**src/rtl/cp0_pkg.sv**
```systemverilog
// Shared CP0 definitions: register indices, Status/Cause field positions, ExcCodes and write-priority select.
package cp0_pkg;

    localparam logic [4:0] REG_COUNT   = 5'd9;
    localparam logic [4:0] REG_COMPARE = 5'd11;
    localparam logic [4:0] REG_STATUS  = 5'd12;
    localparam logic [4:0] REG_CAUSE   = 5'd13;
    localparam logic [4:0] REG_EPC     = 5'd14;

    localparam int STATUS_IE    = 0;
    localparam int STATUS_EXL   = 1;
    localparam int STATUS_IM_LO = 8;
    localparam int STATUS_IM_HI = 15;
    localparam int CAUSE_EXC_LO = 2;
    localparam int CAUSE_EXC_HI = 6;
    localparam int TIMER_IP_BIT = 7;

    localparam logic [4:0] EXC_INT     = 5'd0;
    localparam logic [4:0] EXC_SYSCALL = 5'd8;
    localparam logic [4:0] EXC_BREAK   = 5'd9;
    localparam logic [4:0] EXC_TRAP    = 5'd13;

    typedef enum logic [1:0] {
        WR_NONE,
        WR_EXCEPTION,
        WR_ERET,
        WR_MTC0
    } cp0_wr_sel_e;

    // Only one source may update CP0 state per cycle; the lower-priority ones are dropped.
    function automatic cp0_wr_sel_e wr_select(input logic exception, input logic eret, input logic mtc0);
        if (exception)
            return WR_EXCEPTION;
        else if (eret)
            return WR_ERET;
        else if (mtc0)
            return WR_MTC0;
        else
            return WR_NONE;
    endfunction

endpackage

```
**src/rtl/cp0_timer.sv**
```systemverilog
// CP0 Count/Compare timer with sticky match flag; only instantiated when CP0_TIMER_EN is defined.
module cp0_timer
    import cp0_pkg::*;
#(
    parameter int DATA_W = 32
) (
    input  logic              clk,
    input  logic              rst,
    input  logic              wr_en,
    input  logic [4:0]        wr_addr,
    input  logic [DATA_W-1:0] wdata,
    output logic [DATA_W-1:0] count,
    output logic [DATA_W-1:0] compare,
    output logic              timer_pend
);

    // Writing Compare acknowledges the pending tick, even if the old match would have set it.
    always_ff @(posedge clk or posedge rst) begin
        if (rst) begin
            count      <= '0;
            compare    <= '1;
            timer_pend <= 1'b0;
        end else begin
            count <= (wr_en && wr_addr == REG_COUNT) ? wdata : count + 1'b1;
            if (wr_en && wr_addr == REG_COMPARE) begin
                compare    <= wdata;
                timer_pend <= 1'b0;
            end else if (count == compare) begin
                timer_pend <= 1'b1;
            end
        end
    end

endmodule

```
**src/rtl/cp0_irq_unit.sv**
```systemverilog
// Coprocessor 0: Status/Cause/EPC, vectored exception entry and maskable interrupts (DATA_W >= 16).
// Define CP0_TIMER_EN to add the Count/Compare timer on IP[7].
module cp0_irq_unit
    import cp0_pkg::*;
#(
    parameter int                NUM_IRQ    = 6,
    parameter int                DATA_W     = 32,
    parameter logic [DATA_W-1:0] EXC_VECTOR = 'h0000_4180
) (
    input  logic               clk,
    input  logic               rst,
    input  logic               mfc0,
    input  logic               mtc0,
    input  logic [4:0]         rd_addr,
    input  logic [DATA_W-1:0]  wdata,
    input  logic [DATA_W-1:0]  pc,
    input  logic               exception,
    input  logic [4:0]         exc_code,
    input  logic               eret,
    input  logic [NUM_IRQ-1:0] irq,
    output logic [DATA_W-1:0]  rdata,
    output logic [DATA_W-1:0]  status,
    output logic [DATA_W-1:0]  exc_addr,
    output logic               exc_redirect,
    output logic               int_req
);

    cp0_wr_sel_e        wr_sel;
    logic               ie;
    logic               exl;
    logic [7:0]         im;
    logic [4:0]         exc_code_q;
    logic [DATA_W-1:0]  epc;
    logic [NUM_IRQ-1:0] irq_q;
    logic [7:0]         ip_full;
    logic [DATA_W-1:0]  cause;

`ifdef CP0_TIMER_EN
    logic [DATA_W-1:0] count;
    logic [DATA_W-1:0] compare;
    logic              timer_pend;

    cp0_timer #(.DATA_W(DATA_W)) u_timer (
        .clk        (clk),
        .rst        (rst),
        .wr_en      (wr_sel == WR_MTC0),
        .wr_addr    (rd_addr),
        .wdata      (wdata),
        .count      (count),
        .compare    (compare),
        .timer_pend (timer_pend)
    );
`endif

    assign wr_sel = wr_select(exception, eret, mtc0);

    // A nested exception (EXL already set) must keep the EPC of the first one.
    always_ff @(posedge clk or posedge rst) begin
        if (rst) begin
            ie         <= 1'b0;
            exl        <= 1'b0;
            im         <= '0;
            exc_code_q <= '0;
            epc        <= '0;
            irq_q      <= '0;
        end else begin
            irq_q <= irq;
            case (wr_sel)
                WR_EXCEPTION: begin
                    exc_code_q <= exc_code;
                    exl        <= 1'b1;
                    if (!exl)
                        epc <= pc;
                end
                WR_ERET: exl <= 1'b0;
                WR_MTC0: begin
                    case (rd_addr)
                        REG_STATUS: begin
                            ie  <= wdata[STATUS_IE];
                            exl <= wdata[STATUS_EXL];
                            im  <= wdata[STATUS_IM_HI:STATUS_IM_LO];
                        end
                        REG_CAUSE: exc_code_q <= wdata[CAUSE_EXC_HI:CAUSE_EXC_LO];
                        REG_EPC:   epc <= wdata;
                        default:   ;
                    endcase
                end
                default: ;
            endcase
        end
    end

    always_comb begin
        ip_full              = '0;
        ip_full[NUM_IRQ-1:0] = irq_q;
`ifdef CP0_TIMER_EN
        ip_full[TIMER_IP_BIT] = ip_full[TIMER_IP_BIT] | timer_pend;
`endif
    end

    assign status = {{(DATA_W-16){1'b0}}, im, 6'b0, exl, ie};
    assign cause  = {{(DATA_W-16){1'b0}}, ip_full, 1'b0, exc_code_q, 2'b0};

    always_comb begin
        rdata = '0;
        if (mfc0) begin
            case (rd_addr)
                REG_STATUS:  rdata = status;
                REG_CAUSE:   rdata = cause;
                REG_EPC:     rdata = epc;
`ifdef CP0_TIMER_EN
                REG_COUNT:   rdata = count;
                REG_COMPARE: rdata = compare;
`endif
                default:     rdata = '0;
            endcase
        end
    end

    assign int_req      = ie & ~exl & (|(ip_full & im));
    assign exc_redirect = exception | eret;
    assign exc_addr     = (wr_sel == WR_ERET) ? epc : EXC_VECTOR;

endmodule
```
**config.mk**
```make
export PLATFORM = sky130hd
export DESIGN_NAME = cp0_irq_unit
export DESIGN_NICKNAME = d
export VERILOG_FILES = /design/src/rtl/cp0_pkg.sv /design/src/rtl/cp0_timer.sv /design/src/rtl/cp0_irq_unit.sv
export SDC_FILE = /design/constraint.sdc
export NUM_CORES = 1
export LEC_CHECK = 0
export ABC_AREA = 1
export BUFFER_PORTS_ARGS = -buffer_cell sky130_fd_sc_hd__clkbuf_2
export CAP_MARGIN = 5
export CORE_MARGIN = 4
export CORE_UTILIZATION = 47
export CTS_BUF_LIST = sky130_fd_sc_hd__clkbuf_4
export CTS_CLUSTER_DIAMETER = 60
export DETAILED_ROUTE_END_ITERATION = 10
export PLACE_DENSITY = 0.83
export SLEW_MARGIN = 5
export SYNTH_ARGS = -nofsm -noshare
export SYNTH_HDL_FRONTEND = slang
export SYNTH_SLANG_ARGS = --single-unit
```
**constraint.sdc**
```tcl
create_clock -name clk -period 1.6 [get_ports clk]
set_input_delay 0.16 -clock clk [delete_from_list [all_inputs] [get_ports clk]]
set_output_delay 0.16 -clock clk [all_outputs]
set_load 0.05 [all_outputs]
```
==> results of run 1 <==
power groups by stage:
stage	clock network (mW)	registers, mW	logic (mW)
2_1_floorplan	0	1.86	1.02
3_3_place_gp	0	1.82	1.44
3_5_place_dp	0	1.83	1.49
4_1_cts	0.920	1.80	1.56
5_1_grt	0.990	1.85	1.76
6_report	0.923	1.81	1.61
state kept, by name, summed over array words and instances, names as in the netlist:
| register | flops |
|---|---|
| ie | 1 |
| irq_q | 6 |
| exc_code_q | 5 |
| exl | 1 |
| epc | 32 |
| im | 8 |
kinds of logic (layout without fill, tap and decap cells):
kind of cell / after synthesis / count (layout) / synth area share, %
AND/OR/NAND/NOR: 370 / 370 / 43.22
buffers and inverters: 119 / 284 / 16.55
flip-flops: 53 / 53 / 37.25
AO/OA/AOI/OAI: 13 / 13 / 1.827
adder cells (fa/ha/maj): 3 / 3 / 1.054
other: 1 / 22 / 0.1053
cells in the final DEF (no fill, tap or decap):
| cell | instances |
|---|---|
| nand2_1 | 266 |
| clkbuf_2 | 114 |
| nand3_1 | 73 |
| inv_1 | 60 |
| dfrtp_1 | 52 |
| buf_4 | 34 |
| clkbuf_4 | 33 |
| conb_1 | 22 |
| buf_12 | 20 |
| nor2_2 | 12 |
| dlygate4sd3_1 | 11 |
| nor2_1 | 8 |
| a21oi_2 | 5 |
| a21oi_1 | 5 |
| inv_2 | 4 |
| nor2_4 | 3 |
| nand2_2 | 3 |
| clkinv_1 | 2 |
| o21ai_0 | 2 |
| clkinv_2 | 2 |
| nand3_2 | 2 |
| ha_1 | 2 |
| bufinv_16 | 2 |
| or2_2 | 1 |
| o21ai_1 | 1 |
| nand2_4 | 1 |
| nor3_4 | 1 |
| ha_2 | 1 |
| dfrtp_2 | 1 |
| buf_8 | 1 |
| buf_6 | 1 |
area by class of cell:
type,count,area (um^2)
Clock buffer,5,37.54
Multi-Input combinational cell,408,1782
Fill cell,600,2131
Sequential cell,53,1328
Timing Repair Buffer,209,1573
Inverter,67,252.7
Tap cell,99,123.9
Clock inverter,3,65.06
cells in the mapped netlist:
| cell type | instances |
|---|---|
| or2_2 | 1 |
| ha_1 | 3 |
| nand3_1 | 75 |
| buf_4 | 24 |
| buf_2 | 17 |
| o21ai_0 | 3 |
| conb_1 | 1 |
| nor3_1 | 1 |
| inv_2 | 2 |
| dfrtp_1 | 53 |
| nor2_4 | 2 |
| clkinv_2 | 1 |
| a21oi_1 | 10 |
| nand2_1 | 266 |
| nand2_2 | 4 |
| buf_6 | 4 |
| nor2_1 | 10 |
| inv_1 | 62 |
| clkbuf_1 | 7 |
| nor2_2 | 11 |
| clkinv_1 | 2 |
worst paths after layout:
check | start | endpoint | slack, ns
hold / removal | wdata[10] | im[2]$_DFFE_PP0P_ | 0.006
hold reg to reg | epc[7]$_DFFE_PP0P_ | epc[7]$_DFFE_PP0P_ | 0.49
max in group asynchronous | rst | exl$_DFFE_PP0P_ | 0.57
setup reg to reg | exl$_DFFE_PP0P_ | epc[31]$_DFFE_PP0P_ | 0.32
min in group asynchronous | rst | epc[20]$_DFFE_PP0P_ | 0.31
setup / recovery | im[4]$_DFFE_PP0P_ | int_req | 0.01
metal layers:
layer  global-route usage, %  vias to the layer above
met1                   31.01                     1883
li1                        -                     2006
met4                   8.053                        0
met3                   3.236                       32
met2                   45.51                      231
met5                       0                        -
worst max-delay path: stages, from the launching register on:
cell,delay [ns]
dfrtp_1,0.43
nand2_1,0.09
nand3_2,0.10
nor2_4,0.05
nor3_4,0.21
buf_8,0.18
what timing repair did:
item / in CTS / in global routing
endpoints found under the setup margin: 44 / 32
gates resized for setup: 33 / 16
pin swaps: 0 / 4
endpoints found under the hold margin: 30 / 0
setup buffers: 2 / 4
hold buffers: 11 / 0
==> results.md, run 1 <==
- Status: finished clean
- Met3 WL post-DR: 950 um
- Fin util: 70.78%
- Dpl ws: -0.2222 ns
- Maxcap violations: 0
- WL final: 11.56 mm
- RSZ-0062 raised after global routing: yes
- Final Setup Violations: 0
- Psw: 1.732 mW
- # rows: 31
- Final RePlAce weighted congestion: 0.8385
- TritonCTS clock tree: done
- DR vias: 4152
- Max H-tree Level: 2
- Worst EP required: 1.44 ns
- Initial DRC Count: 234
- Worst hold path type: in2reg
- Crit Path Category: reg2out
- Final instance area: 5161 um^2
- Clock power frac: 21.2%
- Initial Utilization: 48.83%
- Worst Path Max Fanout: 4
- Gr usage total: 25.17%
- Metal2 WL: 5.896 mm
- Detailed Place HPWL: 8.818 mm
- Uppermost layer routed: met4
- Post-DRT Antenna Nets: 0
- F_max: 0.6294 GHz
- Pleak: 3.206 nW
- WHS: 0.006101 ns
- Total Nets Final: 833
- Avg Inst Size Synth: 6.370 um^2
- Worst-Skew Late Latency: 0.38 ns
- Pwr Total: 4.344 mW
- Num CTS Buffers: 5
- Cell area after synthesis: 3561 um^2
- Sum Neg Setup Slack: 0 ns
- Share of layout cells above drive strength 1: 32.35%
- CTS max path bufs: 2
- GRT overflow: 0
- Num ports: 184
- Vias per inst: 4.919
- Yosys reg bits: 53
- Period utilization: 99.30%
- Flop pwr share: 41.7%
- Final std cells w/o fill: 844
- Area Overhead vs Synth: 44.94%
- Final hold vios: 0
- Synthesis Warnings: 0
- Synth top area share: 37.25%
- Comb pwr share: 37.0%
- Worst-path clk slew: 0.16 ns
- Setup crit end kind: output port
- Worst Skew: 0.01504 ns
- First-pass GRT wire length: 17.99 mm
- Synth area leader: dfrtp_1
- Placed cell count: 819
- VDD IR max: 359.4 uV
- Clock root cell: clkbuf_4
- R2r worst-path depth: 7
- Die ar.: 9033 um^2
- DIE WIDTH: 95.04 um
- Synth unique cells: 21
- Routed WL per cell: 13.70 um
- DRT Pass-1 Iters: 5
- Pin count of the biggest net entering global routing: 33
- Final worst setup slack: 0.01114 ns
- Signal arrival time at the worst endpoint: 1.43 ns
- Largest cells by area after synthesis: dfrtp_1 37%, nand2_1 28%, nand3_1 11%
- Int Pwr: 2.612 mW
- Clock sink count: 53
- Gate Count Post-Synth: 559
- Die Span Y: 95.04 um
- PwrDens: 841.7 nW/um^2
- Post-synthesis sequential area ratio: 37.25%
- M1 wire length: 4.379 mm
- Critical Path Source Type: flip-flop
- Placed instance area: 4763 um^2
- Hold path depth: 3
- Switching share of power: 39.86%
- Clock period minus worst slack: 1.589 ns
- Core Area: 7292 um^2
- Initial antenna violation count: 0
- Vias in the first global route: 3944
- Slew Viols, Final: 0
- Residual DRC: 0
- Antenna Cells: 0
- PortBufs: 161
No activity file was read; power rests on OpenSTA's default activity.
==> run 2: changes to the inputs <==
--- a/config.mk
+++ b/config.mk
@@ -14,6 +14,7 @@
 export CTS_CLUSTER_DIAMETER = 60
 export DETAILED_ROUTE_END_ITERATION = 10
 export PLACE_DENSITY = 0.83
+export SETUP_SLACK_MARGIN = 0.3
 export SLEW_MARGIN = 5
 export SYNTH_ARGS = -nofsm -noshare
 export SYNTH_HDL_FRONTEND = slang
==> run 2 against run 1 <==
  * The run now fails in global routing
  * Area after synthesis unchanged
  * Synthesized cell count unchanged
==> results.md, run 2 <==
- Synth top area share: 37.25%
- Tool error: [ERROR DPL-0038] Utilization greater than 100%, impossible to legalize
- Async set or reset register ratio after synthesis: 100.0%
- Clock root cell: clkbuf_4
- Gate Count Post-Synth: 559
- Yosys reg bits: 53
- Clock sink count: 53
- Num ports: 184
- Max H-tree Level: 2
- Placed instance area: 4952 um^2
- CTS max path bufs: 2
- Synthesis Warnings: 0
- PortBufs: 161
- Fail Step: global routing
- Largest cells by area after synthesis: dfrtp_1 37%, nand2_1 28%, nand3_1 11%
- Initial Utilization: 48.83%
- Worst Endpoint after GRT Repair: int_req
- Post-synthesis sequential area ratio: 37.25%
- Status: stopped before the end
- Cell area after synthesis: 3561 um^2
- Detailed Place HPWL: 8.723 mm
- Synth unique cells: 21
- Synth Flop Type: dfrtp_1
- EDFF count, synth: 0
- Num CTS Buffers: 5
- Pin count of the biggest net entering global routing: 54
- # rows: 31
- Most common cell in the netlist: nand2_1
- Synth cell count leaders: 266 x nand2_1, 75 x nand3_1, 62 x inv_1
- Final RePlAce weighted congestion: 0.9128
- Worst endpoint type: primary output
- Avg Inst Size Synth: 6.370 um^2
- Die Span Y: 95.04 um
- DIE WIDTH: 95.04 um
- Synth area leader: dfrtp_1
## run 2: logic make-up after synthesis
group	count (synthesis)	share of synthesized area, %
adder cells (fa/ha/maj)	3	1.054
AND/OR/NAND/NOR	370	43.22
flip-flops	53	37.25
buffers and inverters	119	16.55
AO/OA/AOI/OAI	13	1.827
other	1	0.1053
## run 2: per-stage QoR
stage / worst slack (ns) / instances
4_1_cts: 0.06645 / 864
3_5_place_dp: -0.1731 / 812
3_3_place_gp: -0.06430 / 812
2_1_floorplan: 0.07988 / 580
## run 2: repair_timing
item	4_1_cts
gates resized for setup	256
buffers inserted	25
hold endpoints to repair	65
hold buffers	13
setup endpoints to repair	110
pin swaps	48
cloned	7
==> run 3: changes to the inputs <==
--- a/config.mk
+++ b/config.mk
@@ -9,12 +9,9 @@
 export BUFFER_PORTS_ARGS = -buffer_cell sky130_fd_sc_hd__clkbuf_2
 export CAP_MARGIN = 5
 export CORE_MARGIN = 4
-export CORE_UTILIZATION = 47
-export CTS_BUF_LIST = sky130_fd_sc_hd__clkbuf_4
-export CTS_CLUSTER_DIAMETER = 60
+export CORE_UTILIZATION = 35
 export DETAILED_ROUTE_END_ITERATION = 10
-export PLACE_DENSITY = 0.83
-export SETUP_SLACK_MARGIN = 0.3
+export PLACE_DENSITY_LB_ADDON = 0.15
 export SLEW_MARGIN = 5
 export SYNTH_ARGS = -nofsm -noshare
 export SYNTH_HDL_FRONTEND = slang
==> run 3 against run 2 <==
  * The flow now finishes without violations
==> results.md, run 3 (synthesis results as in run 1) <==
- Crit Path Category: in2out
- Final instance area: 5204 um^2
- Worst hold path type: in2reg
- Vias in the first global route: 3658
- Detailed Place HPWL: 8.857 mm
- Slew Viols, Final: 0
- PwrDens: 792.7 nW/um^2
- Final Setup Violations: 0
- # rows: 36
- Final std cells w/o fill: 868
- Period utilization: 94.54%
- Hold path depth: 3
- Initial antenna violation count: 0
- # fillers: 1012
- Initial DRC Count: 229
- Worst Path Max Fanout: 7
- Final hold vios: 0
- Clock sink count: 53
- Pwr Total: 4.125 mW
- DIE WIDTH: 108.9 um
- Routed WL per cell: 13.09 um
- Biggest regs: epc x32, im x8, irq_q x6
- TritonCTS clock tree: done
- Share of layout cells above drive strength 1: 31.43%
- Worst hold path endpoint: im[0]$_DFFE_PP0P_
- RSZ-0062 raised after global routing: no
- Pin count of the biggest net entering global routing: 54
- Clock period minus worst slack: 1.513 ns
- Setup crit end kind: output port
- Die ar.: 11850 um^2
- RR Endpoint: epc[14]$_DFFE_PP0P_
- WL final: 11.36 mm
- Largest Register: epc
- Max FFs per register: 32
- Num ports: 184
- DR vias: 3897
- Sum Neg Setup Slack: 0 ns
- Status: finished clean
- Signal arrival time at the worst endpoint: 1.35 ns
- CTS max path bufs: 2
- Worst reg2reg setup slack: 0.25 ns
- DRT Pass-1 Iters: 4
- Total Nets Final: 823
- Clock root cell: clkbuf_8
- Worst EP required: 1.44 ns
- Post-DRT Antenna Nets: 0
- Worst-path clk slew: 0.09 ns
- Placed instance area: 4931 um^2
- GRT overflow: 0
- Worst hold path startpoint: wdata[8]
- Worst-Skew Late Latency: 0.31 ns
- Area Overhead vs Synth: 46.13%
- Pleak: 3.170 nW
- Residual DRC: 0
- VDD IR max: 374.0 uV
- Final RePlAce weighted congestion: 0.8127
- Worst Skew: 0.005800 ns
- Die Span Y: 108.9 um
- First-pass GRT wire length: 17.71 mm
- Placed cell count: 850
- F_max: 0.6611 GHz
- Antenna Cells: 0
- Maxcap violations: 0
- Gr usage total: 18.94%
- Vias per inst: 4.490
- R2r worst-path depth: 6
- Critical Path Source Type: input pin
- Most common cell after layout, fill and taps aside: nand2_1
- Max H-tree Level: 2
- Reg2reg start: exl$_DFFE_PP0P_
- Core Area: 9819 um^2
- Num CTS Buffers: 5
- Initial Utilization: 36.26%
- Most frequent cells in the layout: 266 x nand2_1, 112 x clkbuf_2, 75 x nand3_1
- PortBufs: 161
[run 3: metal layers]
layer | share of wire, % | global-route usage (%) | wire length, um
met1 | 43 | 24.81 | 4899
met2 | 50 | 32.81 | 5708
met3 | 5.3 | 2.664 | 604
met4 | 1.3 | 4.779 | 147
met5 | 0 | 0 | 0
[run 3: worst max-delay path: stages]
cell and delay, ns:
clkbuf_2 0.10, inv_2 0.04, a21oi_2 0.16, buf_4 0.14, ha_2 0.22, clkbuf_4 0.22
nand2_1 0.07, inv_1 0.09, buf_12 0.14
[run 3: area by class of cell]
| type | count | area, um^2 | share of cell area (%) |
|---|---|---|---|
| clock inverters | 2 | 10.01 | 0.1924 |
| multi-input cells | 408 | 1762 | 33.85 |
| inverters | 67 | 252.7 | 4.857 |
| repair buffers | 199 | 1614 | 31.02 |
| well taps | 133 | 166.4 | 3.198 |
| flip-flops and latches | 53 | 1326 | 25.49 |
| clock buffers | 6 | 72.57 | 1.395 |
[run 3: worst max path at each step]
stage / from / to / cells after the start
floorplan: im[5]$_DFFE_PP0P_ / int_req / 4
global placement: eret / epc[17]$_DFFE_PP0P_ / 10
detailed placement: eret / epc[14]$_DFFE_PP0P_ / 11
CTS: eret / exc_addr[21] / 9
global route: rd_addr[3] / rdata[16] / 8
finish: eret / exc_addr[4] / 9
[run 3: through the flow]
stage                     setup WS (ns)  hold slack [ns]  utilization [%]
after floorplan                -0.03708           0.1914                -
after global placement         -0.06475           0.2211            50.22
after detailed placement        -0.1288           0.2240            50.22
after CTS                     -0.002807          0.05650            52.43
after global routing           0.002692          0.05666            52.99
final                           0.08738          0.05648            52.99
[run 3: what timing repair did]
item / in CTS / in global routing
hold endpoints to repair: 59 / 0
hold buffers: 7 / 0
cloned: 0 / 1
resized for setup: 25 / 13
setup endpoints to repair: 39 / 34
setup buffers: 0 / 2
[run 3: where the power goes]
part / internal [mW] / switching, mW / leakage (nW)
sequential: 1.59 / 0.214 / 0.657
combinational: 0.530 / 1.05 / 2.47
clock: 0.305 / 0.436 / 0.0450
==> run 4: changes to the inputs <==
==> constraint.sdc (replaced) <==
create_clock -name clk -period 1.75 [get_ports clk]
set_input_delay 0.175 -clock clk [delete_from_list [all_inputs] [get_ports clk]]
set_output_delay 0.175 -clock clk [all_outputs]
set_load 0.05 [all_outputs]
==> run 4 against run 3 <==
  * Utilization fell by 3.0 points
  * Routed wire length fell by 4.8%
  * Clock power rose by 1%
  * First-iteration DRC count fell by 3.9%
  * Non-clock buffer count fell by 9
  * Total power fell by 9.3%
  * Sequential share of layout area rose by 1.5 points
  * Final cell count fell by 1.0%
  * Hold slack improved by 0.029 ns
  * Largest power group unchanged
  * Highest routed layer unchanged
==> results.md, run 4 (synthesis results as in run 1) <==
- Status: finished clean
- Fin util: 50.04%
- Num CTS Buffers: 5
- Worst Path Buf+Inv: 1
- Detailed Place HPWL: 8.644 mm
- TritonCTS clock tree: done
- DR vias: 3809
- Vias in the first global route: 3560
- Crit Path Category: reg2out
- Residual DRC: 0
- Pin count of the biggest net entering global routing: 54
- Initial Utilization: 36.26%
- CTS max path bufs: 2
- Post-DRT Antenna Nets: 0
- Die ar.: 11850 um^2
- Dpl ws: 0.03656 ns
- Crit path cell chain: nand2_1 -> nand3_1 -> nor2_1 -> nor3_2 -> clkbuf_2
- Largest Register: epc
- Pleak: 3.080 nW
- Clock root cell: clkbuf_8
- Routed WL per cell: 12.58 um
- Initial DRC Count: 220
- Max FFs per register: 32
- Most common cell after layout, fill and taps aside: nand2_1
- GRT overflow: 0
- Clock period minus worst slack: 1.612 ns
- RSZ-0062 raised after global routing: no
- DIE WIDTH: 108.9 um
- Pwr Total: 3.741 mW
- Gr usage total: 18.18%
- Setup crit end kind: output port
- Worst EP required: 1.57 ns
- Final hold vios: 0
- Worst hold path type: in2reg
- Worst Skew: 0.001920 ns
- Post-CTS setup buffers: 0
- Worst reg2reg setup slack: 0.50 ns
- Area Overhead vs Synth: 37.98%
- PortBufs: 161
- Slowest stage delay, CP: 0.43 ns
- Vias per inst: 4.434
- Maxcap violations: 0
- Initial antenna violation count: 0
- Antenna Cells: 0
- Num ports: 184
- Critical Path Source Type: flip-flop
- PwrDens: 761.4 nW/um^2
- Slew Viols, Final: 0
- VDD IR max: 390.3 uV
- Sum Neg Setup Slack: 0 ns
- Most frequent cells in the layout: 266 x nand2_1, 145 x clkbuf_2, 75 x nand3_1
- DRT Pass-1 Iters: 5
- First-pass GRT wire length: 17.17 mm
- Share of layout cells above drive strength 1: 29.89%
- Core Area: 9819 um^2
- # rows: 36
- Final Setup Violations: 0
- WL final: 10.81 mm
- CP max stage cell: dfrtp_1
- Final worst setup slack: 0.1379 ns
- Total Nets Final: 814
- Max H-tree Level: 2
- Worst Path Max Fanout: 4
- Final RePlAce weighted congestion: 0.8226
- Die Span Y: 108.9 um
- Period utilization: 92.12%
- Clock sink count: 53
- Worst-Skew Late Latency: 0.30 ns
- Signal arrival time at the worst endpoint: 1.44 ns
- Biggest regs: epc x32, im x8, irq_q x6
- Crit path max-delay family: flip-flops
- Worst-path clk slew: 0.09 ns
- F_max: 0.6203 GHz
run 4: cell types whose count changed in the layout (fill, tap and decap cells not counted), moves of 3 or more:
cell      previous run  this run
a21oi_2              4         1
nor2_2              14        11
a21oi_1              6         9
clkbuf_4            22         0
clkbuf_2           112       145
buf_12              30        19
buf_4               26        19
run 4: path summary, 6_finish.rpt:
| path | startpoint | cells past startpoint | to |
|---|---|---|---|
| min in group asynchronous | rst | 4 | epc[19]$_DFFE_PP0P_ |
| max in group asynchronous | rst | 4 | im[1]$_DFFE_PP0P_ |
| setup reg to reg | exl$_DFFE_PP0P_ | 7 | epc[11]$_DFFE_PP0P_ |
| hold reg to reg | epc[7]$_DFFE_PP0P_ | 2 | epc[7]$_DFFE_PP0P_ |
| setup / recovery | im[5]$_DFFE_PP0P_ | 5 | int_req |
| hold / removal | wdata[14] | 3 | im[6]$_DFFE_PP0P_ |
run 4: through the flow:
stage / cells / hold WS, ns / area (um^2)
floorplan: 580 / 0.2064 / 3645
global placement: 844 / 0.2334 / 4733
detailed placement: 844 / 0.2404 / 4733
CTS: 859 / 0.06666 / 4905
global route: 859 / 0.06615 / 4913
finish: 859 / 0.08528 / 4913
run 4: area by class of cell:
type | instances | area [um^2]
Clock inverter | 1 | 5.005
Tap cell | 133 | 166.4
Inverter | 67 | 252.7
Sequential cell | 53 | 1326
Fill cell | 1051 | 4906
Timing Repair Buffer | 190 | 1319
Clock buffer | 7 | 96.34
Multi-Input combinational cell | 408 | 1748
run 4: worst min-delay path, delay by kind of cell:
family	cells	cell delay, ns
simple gates	2	0.09
buf+inv	1	0.09
run 4: metal layers:
metal  part of all wire, %  track usage [%]  vias up
met5                     0                0        -
met4                   1.5            4.869        0
met3                   7.3            3.138       12
met2                    50            31.10      140
met1                    41            23.68     1694
li1                      -                -     1963
run 4: power breakdown:
group	internal, mW	switching [mW]	total (mW)	leakage, nW
combinational	0.409	0.934	1.34	2.37
clock	0.358	0.390	0.748	0.0542
sequential	1.46	0.194	1.65	0.657
run 4: repair_timing:
| action | CTS | global route |
|---|---|---|
| hold buffers | 7 | 0 |
| gates resized for setup | 0 | 3 |
| setup endpoints to repair | 0 | 33 |
| endpoints found under the hold margin | 59 | 0 |
